**src/rtl/hazard_stall_ctrl.sv**
```systemverilog
// Pipeline sequencing controller: resolves load-use, taken-branch, dmem-wait and
// HI/LO-vs-mult/div hazards into PC / IF-ID / ID-EX enables, flush and bubble.
module hazard_stall_ctrl #(
    parameter int          MD_LATENCY  = 4,
    parameter logic [31:0] NOP_IR      = 32'h80000000,
    parameter int          STALL_CNT_W = 16
) (
    input  logic                   clock,
    input  logic                   reset_n,
    input  logic [31:0]            id_ir,
    input  logic                   ex_mem_read,
    input  logic [4:0]             ex_rt,
    input  logic                   branch_taken,
    input  logic                   dmem_wait,
    input  logic                   md_start,
    output logic                   pc_write,
    output logic                   if_id_write,
    output logic                   if_id_flush,
    output logic                   id_ex_bubble,
    output logic                   md_busy,
    output logic [1:0]             ctrl_state,
    output logic [STALL_CNT_W-1:0] stall_cycles
);

    typedef enum logic [1:0] {
        ST_RUN    = 2'd0,
        ST_LU     = 2'd1,
        ST_MD     = 2'd2,
        ST_FREEZE = 2'd3
    } state_t;

    localparam logic [3:0] MD_LOAD = 4'(MD_LATENCY);

    state_t     state_q;
    state_t     state_d;
    logic [3:0] md_cnt;

    logic [5:0] op;
    logic [5:0] funct;
    logic [4:0] rs;
    logic [4:0] rt;
    logic       is_nop;
    logic       uses_rt;
    logic       hilo_use;
    logic       load_use;
    logic       md_hazard;
    logic       md_busy_int;

    // ID-stage decode and hazard detection
    assign op       = id_ir[31:26];
    assign rs       = id_ir[25:21];
    assign rt       = id_ir[20:16];
    assign funct    = id_ir[5:0];
    assign is_nop   = (id_ir == NOP_IR);
    assign uses_rt  = (op == 6'd0) | (op == 6'd4) | (op == 6'd5) | (op[5:3] == 3'b101);
    assign hilo_use = (op == 6'd0) &
                      ((funct == 6'h10) | (funct == 6'h12) | (funct == 6'h18) |
                       (funct == 6'h19) | (funct == 6'h1A) | (funct == 6'h1B));

    assign md_busy_int = (md_cnt != 4'd0);
    assign load_use    = !is_nop & ex_mem_read & (ex_rt != 5'd0) &
                         ((ex_rt == rs) | (uses_rt & (ex_rt == rt)));
    assign md_hazard   = !is_nop & md_busy_int & hilo_use;

    // Priority resolution; reset forces a safe flushed, non-advancing pipe
    always_comb begin
        pc_write     = 1'b1;
        if_id_write  = 1'b1;
        if_id_flush  = 1'b0;
        id_ex_bubble = 1'b0;
        state_d      = ST_RUN;
        if (!reset_n) begin
            pc_write     = 1'b0;
            if_id_write  = 1'b0;
            if_id_flush  = 1'b1;
            id_ex_bubble = 1'b1;
        end else if (dmem_wait) begin
            pc_write     = 1'b0;
            if_id_write  = 1'b0;
            state_d      = ST_FREEZE;
        end else if (branch_taken) begin
            if_id_flush  = 1'b1;
            id_ex_bubble = 1'b1;
        end else if (load_use || md_hazard) begin
            pc_write     = 1'b0;
            if_id_write  = 1'b0;
            id_ex_bubble = 1'b1;
            state_d      = load_use ? ST_LU : ST_MD;
        end
    end

    assign md_busy    = reset_n & md_busy_int;
    assign ctrl_state = state_q;

    // Registered decision, mult/div countdown and stall statistics
    always_ff @(posedge clock or negedge reset_n) begin
        if (!reset_n) begin
            state_q      <= ST_RUN;
            md_cnt       <= 4'd0;
            stall_cycles <= '0;
        end else begin
            state_q <= state_d;
            if (!dmem_wait) begin
                if (md_start)
                    md_cnt <= MD_LOAD;
                else if (md_busy_int)
                    md_cnt <= md_cnt - 4'd1;
            end
            if (state_d != ST_RUN && stall_cycles != '1)
                stall_cycles <= stall_cycles + 1'b1;
        end
    end

endmodule

```
**config.mk**
```make
export PLATFORM = sky130hd
export DESIGN_NAME = hazard_stall_ctrl
export DESIGN_NICKNAME = d
export VERILOG_FILES = /design/src/rtl/hazard_stall_ctrl.sv
export SDC_FILE = /design/constraint.sdc
export NUM_CORES = 1
export LEC_CHECK = 0
export CAP_MARGIN = 20
export CORE_ASPECT_RATIO = 1.2
export CORE_UTILIZATION = 40
export CTS_CLUSTER_DIAMETER = 80
export DETAILED_ROUTE_END_ITERATION = 12
export GPL_ROUTABILITY_DRIVEN = 0
export PLACE_DENSITY = 0.85
export SYNTH_ARGS = -nofsm -noshare
export SYNTH_HDL_FRONTEND = slang
export SYNTH_SLANG_ARGS = --single-unit
```
**constraint.sdc**
```tcl
create_clock -name clock -period 2.8 [get_ports clock]
set_input_delay 0.42 -clock clock [delete_from_list [all_inputs] [get_ports clock]]
set_output_delay 0.42 -clock clock [all_outputs]
set_load 0.02 [all_outputs]
```
Yosys cells after proc, flatten, opt, wreduce, memory -nomap -nowiden
Cells that the tools add are included.
{ "word_totals": {"output_inout_bits": 23, "inputBits": 43, "wordCells": 63, "register_bits": 22} }
{ "op_classes": {"eq_ne": 13, "add_sub_neg": 2, "mux": 18, "bitwise_logic": 18, "reduce_logical": 9} }
{ "op_table": {"columns": ["cell", "count"], "rows": [
  ["6-bit by 5-bit equality test with 1-bit output (second input constant)", 6],
  ["32-bit equality test (second input constant)", 1],
  ["16-bit by 1-bit adder with 16-bit output (second input constant)", 1],
  ["16-bit != test (second input constant)", 1],
  ["6-bit by 3-bit equality test with 1-bit output (second input constant)", 2],
  ["1-bit 2-to-1 mux", 11],
  ["5-bit equality test", 2],
  ["2-bit 2-to-1 mux", 5],
  ["1-bit bitwise OR", 9],
  ["1-bit AND", 8],
  ["4-bit 2-to-1 mux", 2],
  ["6-bit logical NOT", 1],
  ["5-bit nonzero test", 1],
  ["2-bit nonzero test", 2],
  ["4-bit nonzero test", 1],
  ["4-bit by 1-bit subtractor with 4-bit output (second input constant)", 1],
  ["3-bit equality test (second input constant)", 1],
  ["2-bit AND reduction", 1],
  ["1-bit logical AND", 1],
  ["1-bit logical NOT", 1],
  ["1-bit logical OR", 1],
  ["1-bit inverter", 1]
]} }

Longest topological paths before layout
{ "logic_depth": {"ltp_word": 15, "depth_mapped": 10, "depth_no_buf": 9} }

Least setup slack after synthesis
OpenSTA, ideal clock, no wires.
{ "synth_timing": {"kind": "register -> output", "start": "reg md_cnt[0]", "end": "out pc_write", "path_buffers": 1, "path_slack_ps": 426, "arrival_time_ps": 1954, "path_stages_with_launch": 9, "required_ps": 2380, "cell_sequence": "dfrtp_1 -> inv_1 -> ha_1 -> or3b_2 -> nand4b_1 -> nor3_1 -> nor2_1 -> and3_1 -> buf_4"} }
{ "synth_between": {"elab_chain_cells": 8} }
{ "synth_lines": {"columns": ["element", "line", "text"], "rows": [
  ["start, declared", "36", "logic [3:0] md_cnt;"],
  ["start signal, assigned", "107", "md_cnt <= md_cnt - 4'd1;"],
  ["4-bit nonzero test", "60", "assign md_busy_int = (md_cnt != 4'd0);"],
  ["1-bit AND (2 in series)", "63", "assign md_hazard = !is_nop & md_busy_int & hilo_use;"],
  ["1-bit logical OR", "84", "end else if (load_use || md_hazard) begin"],
  ["1-bit 2-to-1 mux (4 in series)", null, null],
  ["end, declared", "16", "output logic pc_write,"]
]} }
No other way between the ends.

Worst setup path after layout
{ "layout_timing": {"start": "in ex_rt[1]", "end": "out pc_write"} }
{ "layout_between": {"elab_chain_cells": 9, "word_cells_on_any_way": 12, "cone_classes": "eq/ne (2); mux (4); bitwise (4); reduce/logical (2)"} }
{ "layout_lines": {"columns": ["element", "line", "text"], "rows": [
  ["start, declared", "12", "input logic [4:0] ex_rt,"],
  ["5-bit equality test", "62", "((ex_rt == rs) | (uses_rt & (ex_rt == rt)));"],
  ["1-bit AND", "62", null],
  ["1-bit bitwise OR", "62", null],
  ["1-bit AND (*)", "61", "assign load_use = !is_nop & ex_mem_read & (ex_rt != 5'd0) &"],
  ["1-bit logical OR (*)", "84", null],
  ["1-bit 2-to-1 mux (*)", "84", null],
  ["1-bit 2-to-1 mux (*)", "81", "end else if (branch_taken) begin"],
  ["1-bit 2-to-1 mux (*)", "77", "end else if (dmem_wait) begin"],
  ["1-bit 2-to-1 mux (*)", "72", "if (!reset_n) begin"]
]} }
Mark *: on every way between the ends. The rest lies on a longest branch, timed or not.

==> impl_metrics.csv <==
group,metric,value,unit
pwr,ir_drop,350,uV
sta,finClkSkew,0.00352,ns
worst_setup_path,timing.critical_path.slowest_stage_cell,"or4_1",
routing,via_to_cell_ratio,5.16,
clock_network,clkTransAtPathRegs,0.12,ns
worst_setup_path,critPathMaxFanout,3,
place,portBuffers,65,
clock_network,max-clock-path-buffers,2,
cells_and_area,areaGrowthSynthToFinish,63.1,%
pwr,leakagePower,0.895,nW
floorplan,placementRows,22,
floorplan,io_pins,66,
place,dp_slack,-0.304,ns
grt,grt-ovfl-total,0,
sta,max_freq,377,MHz
sta,finalSetupTns,0,ns
sta,postLayoutSetupSlackWorst,0.146,ns
worst_setup_path,worst-setup-path-type,"primary input to primary output",
place,detailedPlacementHpwl,2.92,mm
pwr,powerDensity,503,mW/mm^2
floorplan,floorplan.die.width,55.3,microns
yosys,synthesis.yosys.warnings,0,
clock_network,numCtsBuffers,3,
sta,grt_setup_unrepaired,"false",
sta,max-slew-margin-rel,0.758,
worst_setup_path,worst_ep_arrival_time,2.23,ns
routing,first_iter_violations,30,
worst_setup_path,cp_num_buf_inv,2,
yosys,mappedNetlistArea,0.00136,sq mm
sta,tightest_slew,0.361,ns
routing,wire_per_inst,13.7,microns
grt,grt_pass1_wl,6.09,mm
sta,maxSlewViolCount,0,
yosys,synth_nets,192,
routing,drtAntennaViolNets,0,
cells_and_area,antenna_cells_inserted,0,
worst_setup_path,timing.critical_path.slowest_cell_delay,0.56,ns
yosys,synthesis.instances,147,
worst_setup_path,timing.critical_path.max_delay_family,"simple AND/OR/NAND/NOR gates",
grt,grt_util_all_layers,0.208,
cells_and_area,fin_nets,275,
grt,grt_pass1_vias,1374,
sta,hold_slack,0.506,ns
floorplan,core-area,0.00314,sq mm
yosys,synth.yosys.seq_area_share,0.404,
floorplan,initial_utilization,0.434,
clock_network,htree_num_levels,1,
clock_network,clock_tree_from_tritoncts,"yes",
worst_setup_path,critical_path.cell_chain,"clkdlybuf4s50_1, or4_1, o211a_1, o41a_1, o21ai_2, and3_1, buf_4",
yosys,syn_avg_cell_area,9.26,sq um
routing,remaining_drc_errors,0,
routing,vias,1368,
place,placed_cells,261,
floorplan,dieHeight,65.9,microns
clock_network,numClockSinks,22,
sta,final_hold_viol_count,0,
routing,first_pass_iters,4,
worst_setup_path,crit_path_start_kind,"primary input",
grt,antenna_found_initial,0,
floorplan,area_enclosed_by_the_die_boundary,0.00364,sq mm
hold_path,min_path_type,"flip-flop to flip-flop",
status,outcome,"complete, no violations",
sta,min_cycle_time_layout,2.65,ns
grt,pin_count_of_the_biggest_net_entering_global_routing,19,
worst_setup_path,required_worst_endpoint,2.38,ns
clock_network,clkLatencyLatePin,0.31,ns
clock_network,cts.root.buffer_cell,"clkbuf_4",
cells_and_area,n_fill_cell,232,
worst_setup_path,critical_path.endpoint_type,"primary output",
sta,setup_viol_count_final,0,
yosys,yosys_register_bits,22,
cells_and_area,layout-drive-gt1-share,0.131,
clock_network,cts_hold_repair.buffers,0,
run,timing.max_cap.violations,0,
cells_and_area,stdcell_count,265,
routing,postRouteWirelength,3.62,mm
yosys,synth.distinct_cells,35,
sta,period_share,0.948,
-- worst register-to-register path: stages, from the launching register on --
cell	delay, ns
dfrtp_1	0.38
inv_1	0.07
ha_2	0.19
or3b_4	0.24
nand4b_1	0.15
nor3_1	0.27
nor2_1	0.13
buf_4	0.16
a21oi_4	0.23
buf_4	0.20
nand4_1	0.12
xnor2_1	0.16
-- cell families (layout without fill, tap and decap cells) --
| family | after synthesis | in the layout | synth area share |
|---|---|---|---|
| buffers and inverters | 8 | 90 | 0.0303 |
| adders and majority gates | 2 | 2 | 0.0184 |
| and+or+nand+nor | 72 | 72 | 0.284 |
| AOI/OAI and AO/OA | 16 | 16 | 0.0855 |
| xor gates and xnor gates | 24 | 24 | 0.154 |
| DFF | 22 | 22 | 0.404 |
| muxes | 3 | 3 | 0.0230 |
-- report_power, final --
group	internal, mW	switching [mW]
Combinational	0.237	0.189
Clock	0.145	0.0977
Sequential	0.381	0.0686
-- flip-flops by register name, indices dropped and copies added (netlist names) --
| signal | cells |
|---|---|
| md_cnt | 4 |
| ctrl_state | 2 |
| stall_cycles | 16 |
-- metal layers --
layer,routed length (microns),global-route usage,share of wire,up-vias
met1,1500,0.245,0.41,633
met4,126,0.106,0.035,0
met3,99,0.0294,0.027,12
met2,1890,0.370,0.52,33
met5,0,0,0,-
li1,-,-,-,690
-- metrics by stage --
stage	area [sq um]	power, mW	utilization
finish	2220	1.12	0.708
global route	2220	1.19	0.708
CTS	2200	1.12	0.703
detailed placement	2150	0.877	0.685
global placement	2150	0.867	0.685
floorplan	1360	0.658	-
-- what timing repair did --
action                     in CTS  in global routing
resized for setup               7                 13
buffers inserted                0                  0
gates cloned                    0                  0
pin swaps                       0                  4
setup endpoints to repair       3                  3
-- worst paths after layout --
| check | slack (ns) | cells after the start | to | startpoint |
|---|---|---|---|---|
| worst max-delay path | 0.15 | 7 | pc_write | ex_rt[1] |
| worst min-delay path | 0.51 | 1 | stall_cycles[10]$_DFFE_PN0P_ | stall_cycles[10]$_DFFE_PN0P_ |
| worst max register to register | 0.42 | 11 | stall_cycles[14]$_DFFE_PN0P_ | md_cnt[0]$_DFFE_PN0P_ |
| worst min register to register | 0.51 | 1 | stall_cycles[10]$_DFFE_PN0P_ | stall_cycles[10]$_DFFE_PN0P_ |
| max in group asynchronous | 2.03 | 2 | stall_cycles[13]$_DFFE_PN0P_ | reset_n |
| min in group asynchronous | 0.54 | 2 | md_cnt[1]$_DFFE_PN0P_ | reset_n |
-- layout make-up --
type	count	area, sq um	area share
multi-input combinational	117	795	0.358
timing repair buffer	80	756	0.340
sequential	22	551	0.248
tap	36	45.0	0.0203
clock inverter	1	30.0	0.0135
clock buffer	3	22.5	0.0101
inverter	6	22.5	0.0101
-- Yosys cell counts --
cell type | number | area, sq um
dfrtp_1 | 22 | 551
xnor2_1 | 20 | 175
nor2_1 | 16 | 60.1
nand2_1 | 9 | 33.8
nand3_1 | 9 | 45.0
o21ai_0 | 8 | 40.0
nand4_1 | 7 | 43.8
inv_1 | 6 | 22.5
nor3_1 | 6 | 30.0
nor4_1 | 6 | 37.5
and3_1 | 5 | 31.3
nand2b_1 | 4 | 25.0
xor2_1 | 4 | 35.0
ha_1 | 2 | 25.0
mux2i_1 | 2 | 20.0
or3_1 | 2 | 12.5
a21o_1 | 1 | 7.51
a21oi_4 | 1 | 16.3
a22oi_1 | 1 | 7.51
and2_1 | 1 | 6.26
and4_1 | 1 | 8.76
buf_4 | 1 | 7.51
buf_6 | 1 | 11.3
mux2_2 | 1 | 11.3
nand4b_1 | 1 | 8.76
nor2b_1 | 1 | 6.26
nor4_2 | 1 | 12.5
nor4b_1 | 1 | 8.76
o211a_1 | 1 | 10.0
o21a_1 | 1 | 7.51
o21ai_2 | 1 | 8.76
o21bai_1 | 1 | 7.51
o41a_1 | 1 | 11.3
or3b_2 | 1 | 8.76
or4_1 | 1 | 7.51
-- cells in the final DEF, fill, tap and decap left out, types with 6 or more instances in the layout --
master           instances
inv_1                    6
nor2_1                  16
nand4_1                  7
buf_4                   18
dfrtp_1                 22
xnor2_1                 20
o21ai_0                  8
clkdlybuf4s50_1         62
nand2_1                  9
nand3_1                  9
No activity file was read; power rests on OpenSTA's default activity.
